`src/rtl/id_ex_pipe_reg.sv`:
```
// ID/EX pipeline register with load-use hazard detection, bubble insertion
// on flush or hazard, stall hold, and a saturating bubble counter.
module id_ex_pipe_reg #(
  parameter int DATA_W  = 32,
  parameter int REG_W   = 5,
  parameter int ALUOP_W = 3,
  parameter int CNT_W   = 16,
  parameter int CTRL_W  = 7 + ALUOP_W
) (
  input  logic                clk,
  input  logic                rst,
  input  logic                stall,
  input  logic                flush,
  input  logic                id_valid,
  input  logic [CTRL_W-1:0]   id_ctrl,
  input  logic [3*REG_W-1:0]  id_regs,
  input  logic [5:0]          id_funct,
  input  logic [4*DATA_W-1:0] id_data,
  output logic                ex_valid,
  output logic [CTRL_W-1:0]   ex_ctrl,
  output logic [3*REG_W-1:0]  ex_regs,
  output logic [5:0]          ex_funct,
  output logic [4*DATA_W-1:0] ex_data,
  output logic                load_use,
  output logic [CNT_W-1:0]    bubble_cnt
);

  localparam int MEM_READ_BIT = 3;

  logic [REG_W-1:0] id_rs;
  logic [REG_W-1:0] id_rt;
  logic [REG_W-1:0] ex_rt;
  logic             insert_bubble;

  // Register fields are packed {rs, rt, rd} with rs in the MSBs.
  assign id_rs = id_regs[2*REG_W +: REG_W];
  assign id_rt = id_regs[REG_W +: REG_W];
  assign ex_rt = ex_regs[REG_W +: REG_W];

  assign load_use = ex_valid && ex_ctrl[MEM_READ_BIT] && (ex_rt != '0) && id_valid &&
                    ((ex_rt == id_rs) || (ex_rt == id_rt));

  // A stall freezes the hazard in place; only flush overrides a stall.
  assign insert_bubble = flush || (!stall && load_use);

  // NOTE: sequential state uses non-blocking assignments so every register
  // samples the pre-edge values regardless of statement order.
  always_ff @(posedge clk) begin
    if (rst) begin
      ex_valid   <= 1'b0;
      ex_ctrl    <= '0;
      ex_regs    <= '0;
      ex_funct   <= '0;
      ex_data    <= '0;
      bubble_cnt <= '0;
    end else if (insert_bubble) begin
      ex_valid <= 1'b0;
      ex_ctrl  <= '0;
      ex_regs  <= id_regs;
      ex_funct <= id_funct;
      ex_data  <= id_data;
      if (bubble_cnt != '1) begin
        bubble_cnt <= bubble_cnt + CNT_W'(1);
      end
    end else if (!stall) begin
      ex_valid <= id_valid;
      ex_ctrl  <= id_valid ? id_ctrl : '0;
      ex_regs  <= id_regs;
      ex_funct <= id_funct;
      ex_data  <= id_data;
    end
  end

endmodule
```
`config.mk`:
```
export PLATFORM = sky130hd
export DESIGN_NAME = id_ex_pipe_reg
export DESIGN_NICKNAME = d
export VERILOG_FILES = /design/src/rtl/id_ex_pipe_reg.sv
export SDC_FILE = /design/constraint.sdc
export NUM_CORES = 1
export LEC_CHECK = 0
export CAP_MARGIN = 20
export CORE_MARGIN = 2
export CORE_UTILIZATION = 39
export CTS_CLUSTER_SIZE = 25
export DETAILED_ROUTE_END_ITERATION = 10
export PLACE_DENSITY = 0.8
export SYNTH_ARGS = -nofsm -noshare
export SYNTH_HDL_FRONTEND = slang
export SYNTH_SLANG_ARGS = --single-unit
```
`constraint.sdc`:
```
create_clock -name clk -period 2.8 [get_ports clk]
set_input_delay 0.56 -clock clk [delete_from_list [all_inputs] [get_ports clk]]
set_output_delay 0.56 -clock clk [all_outputs]
set_load 0.02 [all_outputs]
```
Word-level counts from Yosys, hierarchy flattened
Index checks and enable logic that the tools add are counted.
Cells by class
  eq/ne operators: 4
  reductions and logical operators: 11
  $add $sub $neg: 1
  muxes and demuxes: 7
Operator list (count)
  $mux 128: 2
  $mux 15: 2
  $add 16x1->16 const B: 1
  $ne 16x16->1 const B: 1
  $mux 6: 2
  $eq 5x5->1: 2
  $mux 10: 1
  $logic_and 1x1->1: 5
  $reduce_bool 5->1: 1
  $logic_or 1x1->1: 2
  $ne 2x1->1 const B: 1
  $reduce_and 2->1: 1
  $reduce_or 2->1: 1
  $logic_not 1->1: 1
Word-level totals
  output and inout port bits: 177
  logic and storage cells: 29
  register bits: 176
  input port bits: 164

Logic depth before layout (Yosys ltp)
Gate-level depths: netlist of the first run.
  depth in word-level cells: 7
  depth in mapped cells: 9
  depth with buffers taken out: 7

Least setup slack after synthesis of the first run
No wires, ideal clock.
  path kind: input-to-reg
  from: in id_regs[5]
  to: reg bubble_cnt[11]
  buffers on the path: 1
  data required time: 2.679 ns
  arrival: 2.040 ns
  setup time: 0.121 ns
  slack: 0.639 ns
  stages: 7
  path through: xor2_1 > nor3_2 > a22oi_1 > o31a_1 > buf_2 > nor4_1 > mux2_2
On the way
  cells in the longest elaborated chain, start to end: 6
Ends and longest elaborated chain
  start: declaration: RTL line 16  | input logic [3*REG_W-1:0] id_regs,
  $eq 5x5->1: RTL line 41  | ((ex_rt == id_rs) || (ex_rt == id_rt));
  $logic_or 1x1->1: RTL line 41
  $logic_and 1x1->1: RTL line 40  | assign load_use = ex_valid && ex_ctrl[MEM_READ_BIT] && (ex_rt != '0) && id_valid &&
  $logic_and 1x1->1: RTL line 44  | assign insert_bubble = flush || (!stall && load_use);
  $logic_or 1x1->1: RTL line 44
  $reduce_and 2->1 (no source line)
  end signal: assignment: RTL line 63  | bubble_cnt <= bubble_cnt + CNT_W'(1);
  end: declaration: RTL line 25  | output logic [CNT_W-1:0] bubble_cnt
Every way passes these cells.
A chain may end at the register's enable or synchronous reset.

Worst setup path in the final report of the first run
  from: in id_regs[14]
  to: out load_use
On the way
  cells in the longest elaborated chain, start to end: 3
Ends and longest elaborated chain
  $eq 5x5->1: RTL line 41
  $logic_or 1x1->1: RTL line 41
  $logic_and 1x1->1: RTL line 40
  end: declaration: RTL line 24  | output logic load_use,
Every way passes these cells.

==> metrics.cfg, run 1 <==
[worst_setup_path]
path_class = in -> out
crit_fanout = 2
critPathCaptureType = primary output
required_ns = 2.24
crit_arrival_ns = 2.03
reg2reg_setup_slack_ns = 0.50
start_kind = input pin

[outcome]
status = completed

[grt]
grtUsageMet2_pct = 40.2
grt_util_met1_pct = 24.8
first_global_vias = 6274
antenna_found_initial = 0
overflow = 0
track_usage_pct = 23.1
met3_usage_pct = 9.46
grt.busiest_layer = met2
grt_max_degree = 88
grt_pass1_wl_um = 32300

[sta]
worst_pin_slew_ns = 0.821
finalCritPeriodShare_pct = 92.6
setup_violations = 0
max-slew-margin-rel_pct = 45.1
fmax_mhz = 386
rsz0062_at_grt = no
period_minus_slack_ns = 2.59
hold_violations = 0
fin_ws_ns = 0.207
slew_viol_final = 0
fin_skew_ns = 0.00505
tns_ns = 0

[place]
portBuffers = 340
globalplace.congestion = 0.781
place_inst = 1313
hpwlAfterDp_um = 14900
post_dp_cell_area_um2 = 10000
pre_cts_ws_ns = -0.0523

[job]
maxCapViolCount = 0

[synthesis]
avgSynthCellArea_um2 = 7.93
synth_area_leaders = dfxtp_1 55%, nand2_1 18%, a21oi_1 13%
syn-num-nets = 970
synth_common_cells = 305 x nand2_1, 176 x dfxtp_1, 162 x a21oi_1
synthFlopType = dfxtp_1
synth-edff-count = 0
yosysTopAreaCellShare_pct = 55.2
synth_most_common_cell = nand2_1
synth.largest_area_cell = dfxtp_1
synth-seq-cells = 176
yosysSeqAreaShare_pct = 55.2
synth_warnings = 0
syn_area_um2 = 6380
synthArstFlopShare_pct = 0
yosysUniqueCellTypes = 30
synthCells = 805

[die]
fp.dieH_um = 132
fp.dieW_um = 132
start_util_pct = 40.0
num_rows = 46
core_area_um2 = 15900
ios = 341
dieArea_um2 = 17400

[finish]
fillers = 1308
fin_area_um2 = 10600
fin_cells = 1344
drive_gt1_share_pct = 4.43
nets = 1281
area_growth_pct = 65.8
antenna_cells = 0

[power]
irDropWorstVdd_mv = 0.478
power_mw = 6.02
powerDensity_nw_per_um2 = 569
leakage_nw = 4.09

[clocking]
numClockSinks = 176
numCtsBuffers = 17
clk_path_buf_depth = 2
clk_latency_ns = 0.42
root_buffer = clkbuf_16
cts_tree = yes
clk_pin_slew_ns = 0.06
h-tree-depth = 4

[detailed_routing]
firstDrtPassIters = 5
drt-initial-drc-count = 279
wirelength_um = 20600
route.detailed.drc = 0
vias = 6500
vias_per_cell = 4.84
wl_per_cell_um = 15.4
ant_nets = 0

[hold_path]
hp-class = reg -> reg

cell families (layout without fill, tap and decap cells):
group,Yosys count,count (layout),synth area share (%)
AO/OA/AOI/OAI,187,187,15.6
XOR/XNOR,10,10,1.37
adder cells (fa/ha/maj),1,1,0.196
buffers and inverters,62,385,3.74
flip-flops,176,176,55.2
multiplexers,4,4,0.706
AND/OR/NAND/NOR,365,365,23.2
worst max-delay path, stage by stage:
cell and delay, ns:
clkdlybuf4s50_1 0.45, xor2_1 0.17, nor3_1 0.25, a22oi_1 0.13
nor2_1 0.13, dlygate4sd2_1 0.34
cells in the final DEF, fill, tap and decap left out, drive strengths merged, types with 6 or more instances in the layout:
cell | netlist | routed
a21oi | 162 | 162
a22oi | 11 | 11
buf | 7 | 13
clkbuf | 53 | 20
clkdlybuf4s50 | 0 | 338
dfxtp | 176 | 176
nand2 | 305 | 305
nand3 | 6 | 6
nor2 | 21 | 21
nor2b | 6 | 6
o31ai | 9 | 9
or4 | 10 | 10
xor2 | 10 | 10
report_power, final:
part / switching [mW] / internal [mW] / leakage [nW]
Combinational: 0.489 / 0.534 / 2.37
Clock: 1.00 / 1.28 / 0.265
Sequential: 0.0755 / 2.64 / 1.45
Total: 1.57 / 4.45 / 4.09
worst paths after layout:
check | startpoint | endpoint | cells after the start
max reg2reg | ex_regs[6]$_SDFFE_PP0P_ | bubble_cnt[10]$_SDFFE_PP0P_ | 7
min reg2reg | ex_data[61]$_SDFFE_PP0P_ | ex_data[61]$_SDFFE_PP0P_ | 2
max | id_regs[14] | load_use | 6
min | ex_data[61]$_SDFFE_PP0P_ | ex_data[61]$_SDFFE_PP0P_ | 2
registers in the layout, summed over array words and instances (netlist names):
name and count:
ex_funct 6, ex_ctrl 10, ex_regs 15, bubble_cnt 16, ex_data 128, ex_valid 1
layout make-up:
type                    count  area (um^2)  share of cell area, %
flip-flops and latches    176         3520                   33.3
well taps                 216          270                   2.55
clock buffers              20          457                   4.32
inverters                   2         7.51                 0.0710
clock inverters            11          109                   1.03
multi-input cells         567         2640                   24.9
repair buffers            352         3580                   33.8
through the flow:
| step | hold slack [ns] | util, % |
|---|---|---|
| after floorplan | 0.530 | - |
| after global placement | 0.437 | 62.8 |
| after detailed placement | 0.443 | 62.8 |
| after CTS | 0.452 | 66.4 |
| after global routing | 0.462 | 66.4 |
| final | 0.447 | 66.4 |
what timing repair did:
item | 4_1_cts | 5_1_grt
setup buffers | 0 | 0
setup endpoints to repair | 1 | 0
gates resized for setup | 1 | 0
hold buffers | 0 | 0
per-layer routing:
layer	vias up	wire (um)
met1	2958	7900
met5	-	0
met2	239	10300
met3	32	1950
met4	0	519
li1	3271	-
Power figures use the tool's default switching activity.
==> run 2, diff against run 1 <==
--- a/config.mk
+++ b/config.mk
@@ -8,7 +8,6 @@
 export CAP_MARGIN = 20
 export CORE_MARGIN = 2
 export CORE_UTILIZATION = 39
-export CTS_CLUSTER_SIZE = 25
 export DETAILED_ROUTE_END_ITERATION = 10
 export PLACE_DENSITY = 0.8
 export SYNTH_ARGS = -nofsm -noshare
==> results of run 2 <==
The final DEF is identical to that of run 1; final timing and power are the same.
==> run 3, diff against run 2 <==
--- a/config.mk
+++ b/config.mk
@@ -9,6 +9,7 @@
 export CORE_MARGIN = 2
 export CORE_UTILIZATION = 39
 export DETAILED_ROUTE_END_ITERATION = 10
+export GPL_TIMING_DRIVEN = 0
 export PLACE_DENSITY = 0.8
 export SYNTH_ARGS = -nofsm -noshare
 export SYNTH_HDL_FRONTEND = slang
==> constraint.sdc (replaced) <==
create_clock -name clk -period 2.8 [get_ports clk]
set_input_delay 0.56 -clock clk [delete_from_list [all_inputs] [get_ports clk]]
set_output_delay 0.56 -clock clk [all_outputs]
set_load 0.05 [all_outputs]
==> metrics.cfg, run 3 (synthesis gave the netlist of run 1 again) <==
[power]
power_frac_seq_pct = 42.3
combPwrFrac_pct = 20.8
powerDensity_nw_per_um2 = 605
leakage_nw = 4.09
intPower_mw = 4.53
irDropWorstVdd_mv = 0.385
clkPwrFrac_pct = 36.9
p_sw_share_pct = 29.6
p_sw_mw = 1.90

[finish]
area_growth_pct = 66.6
fin_cells = 1393
final_common_cell = clkdlybuf4s50_1
area.sequential_um2 = 3520
drive_gt1_share_pct = 3.57
top_register = ex_data
fin_area_um2 = 10600
largest_reg_flops = 128
fillers = 1337
nets = 1328
mostFrequentLayoutCells = 338 x clkdlybuf4s50_1, 305 x nand2_1, 176 x dfxtp_1, 162 x a21oi_1, 54 x clkbuf_1
top_regs = ex_data: 128 flops, bubble_cnt: 16 flops, ex_regs: 15 flops
multi_input_area_um2 = 2620

[detailed_routing]
wl_met2_um = 11100
ant_nets = 0
route.detailed.drc = 0
drt-initial-drc-count = 276
vias_per_cell = 4.91
vias = 6839
wl_per_cell_um = 16.0
wl_met3_um = 2060
wirelength_um = 22300
firstDrtPassIters = 4
wirelength_met1_um = 8470
top_layer_used = met5

[sta]
rsz0062_at_grt = no
slew_viol_final = 0
fmax_mhz = 397
setup_violations = 0
max-slew-margin-rel_pct = 54.3
fin_skew_ns = 0.00874
worst_pin_slew_ns = 0.685
period_minus_slack_ns = 2.52
finalCritPeriodShare_pct = 89.9
hold_violations = 0

[die]
dieArea_um2 = 17400
fp.dieH_um = 132
start_util_pct = 40.0
ios = 341
fp.dieW_um = 132
core_area_um2 = 15900
num_rows = 46

[place]
portBuffers = 339
hpwlAfterDp_um = 16800
place_inst = 1360
globalplace.congestion = 0.827
post_dp_cell_area_um2 = 10000

[worst_setup_path]
crit_fanout = 2
required_ns = 2.24
critPathCaptureType = primary output
path_class = in -> out
start_kind = input pin
crit_arrival_ns = 1.96

[clocking]
clk_path_buf_depth = 2
clk_latency_ns = 0.42
root_buffer = clkbuf_16
post_cts_buffers = 0
cts_tree = yes
cts_resized = 1
cts_hold_buf = 0
numClockSinks = 176
h-tree-depth = 4
numCtsBuffers = 17
clk_pin_slew_ns = 0.06

[grt]
overflow = 0
antenna_found_initial = 2
grt_max_degree = 17
first_global_vias = 6644
track_usage_pct = 24.9
grt_pass1_wl_um = 34700

[job]
maxCapViolCount = 0

[hold_path]
hp-class = reg -> reg

[outcome]
status = completed

==> run 3: final timing paths <==
path	from	to	slack, ns	cells after the start
worst max-delay path	id_regs[5]	load_use	0.28	6
worst min-delay path	ex_data[117]$_SDFFE_PP0P_	ex_data[117]$_SDFFE_PP0P_	0.45	2
worst max register to register	bubble_cnt[0]$_SDFFE_PP0P_	bubble_cnt[1]$_SDFFE_PP0P_	0.38	9
worst min register to register	ex_data[117]$_SDFFE_PP0P_	ex_data[117]$_SDFFE_PP0P_	0.45	2
==> run 3: final cells by class <==
type	instances	share of cell area (%)
antenna	1	0.0235
timing repair buffer	339	31.9
buffer	60	2.18
multi-input combinational	567	24.6
inverter	2	0.0706
clock inverter	12	1.26
sequential	176	33.1
clock buffer	20	4.29
tap	216	2.54
==> run 3: critical path: stages <==
cell	delay [ns]
clkdlybuf4s50_1	0.50
xor2_1	0.28
nor3_2	0.08
a22oi_1	0.21
nor2_1	0.08
clkbuf_2	0.24
==> run 3: per-layer routing <==
metal,up-vias,GRT usage [%]
met5,-,0
met4,2,10.3
met3,49,8.84
met2,287,44.1
met1,3126,27.1
li1,3375,-
==> run 3: power by group through the flow <==
stage / combinational (mW) / clock, mW / sequential (mW)
after global routing: 1.41 / 2.51 / 2.73
after CTS: 1.35 / 2.42 / 2.72
after detailed placement: 1.34 / 0 / 2.77
after global placement: 1.33 / 0 / 2.77
after floorplan: 0.259 / 0 / 3.25
final: 1.34 / 2.38 / 2.72
==> run 3: stage by stage <==
stage / worst slack [ns] / hold WS, ns / power, mW / TNS (ns) / utilization [%]
2_1_floorplan: 0.445 / 0.671 / 3.51 / 0 / -
3_3_place_gp: -0.244 / 0.437 / 4.10 / -12.78 / 63.0
3_5_place_dp: -0.230 / 0.442 / 4.11 / -11.83 / 63.0
4_1_cts: 0.0352 / 0.451 / 6.48 / 0 / 66.7
5_1_grt: 0.0603 / 0.463 / 6.66 / 0 / 66.7
6_report: 0.283 / 0.448 / 6.44 / 0 / 66.7
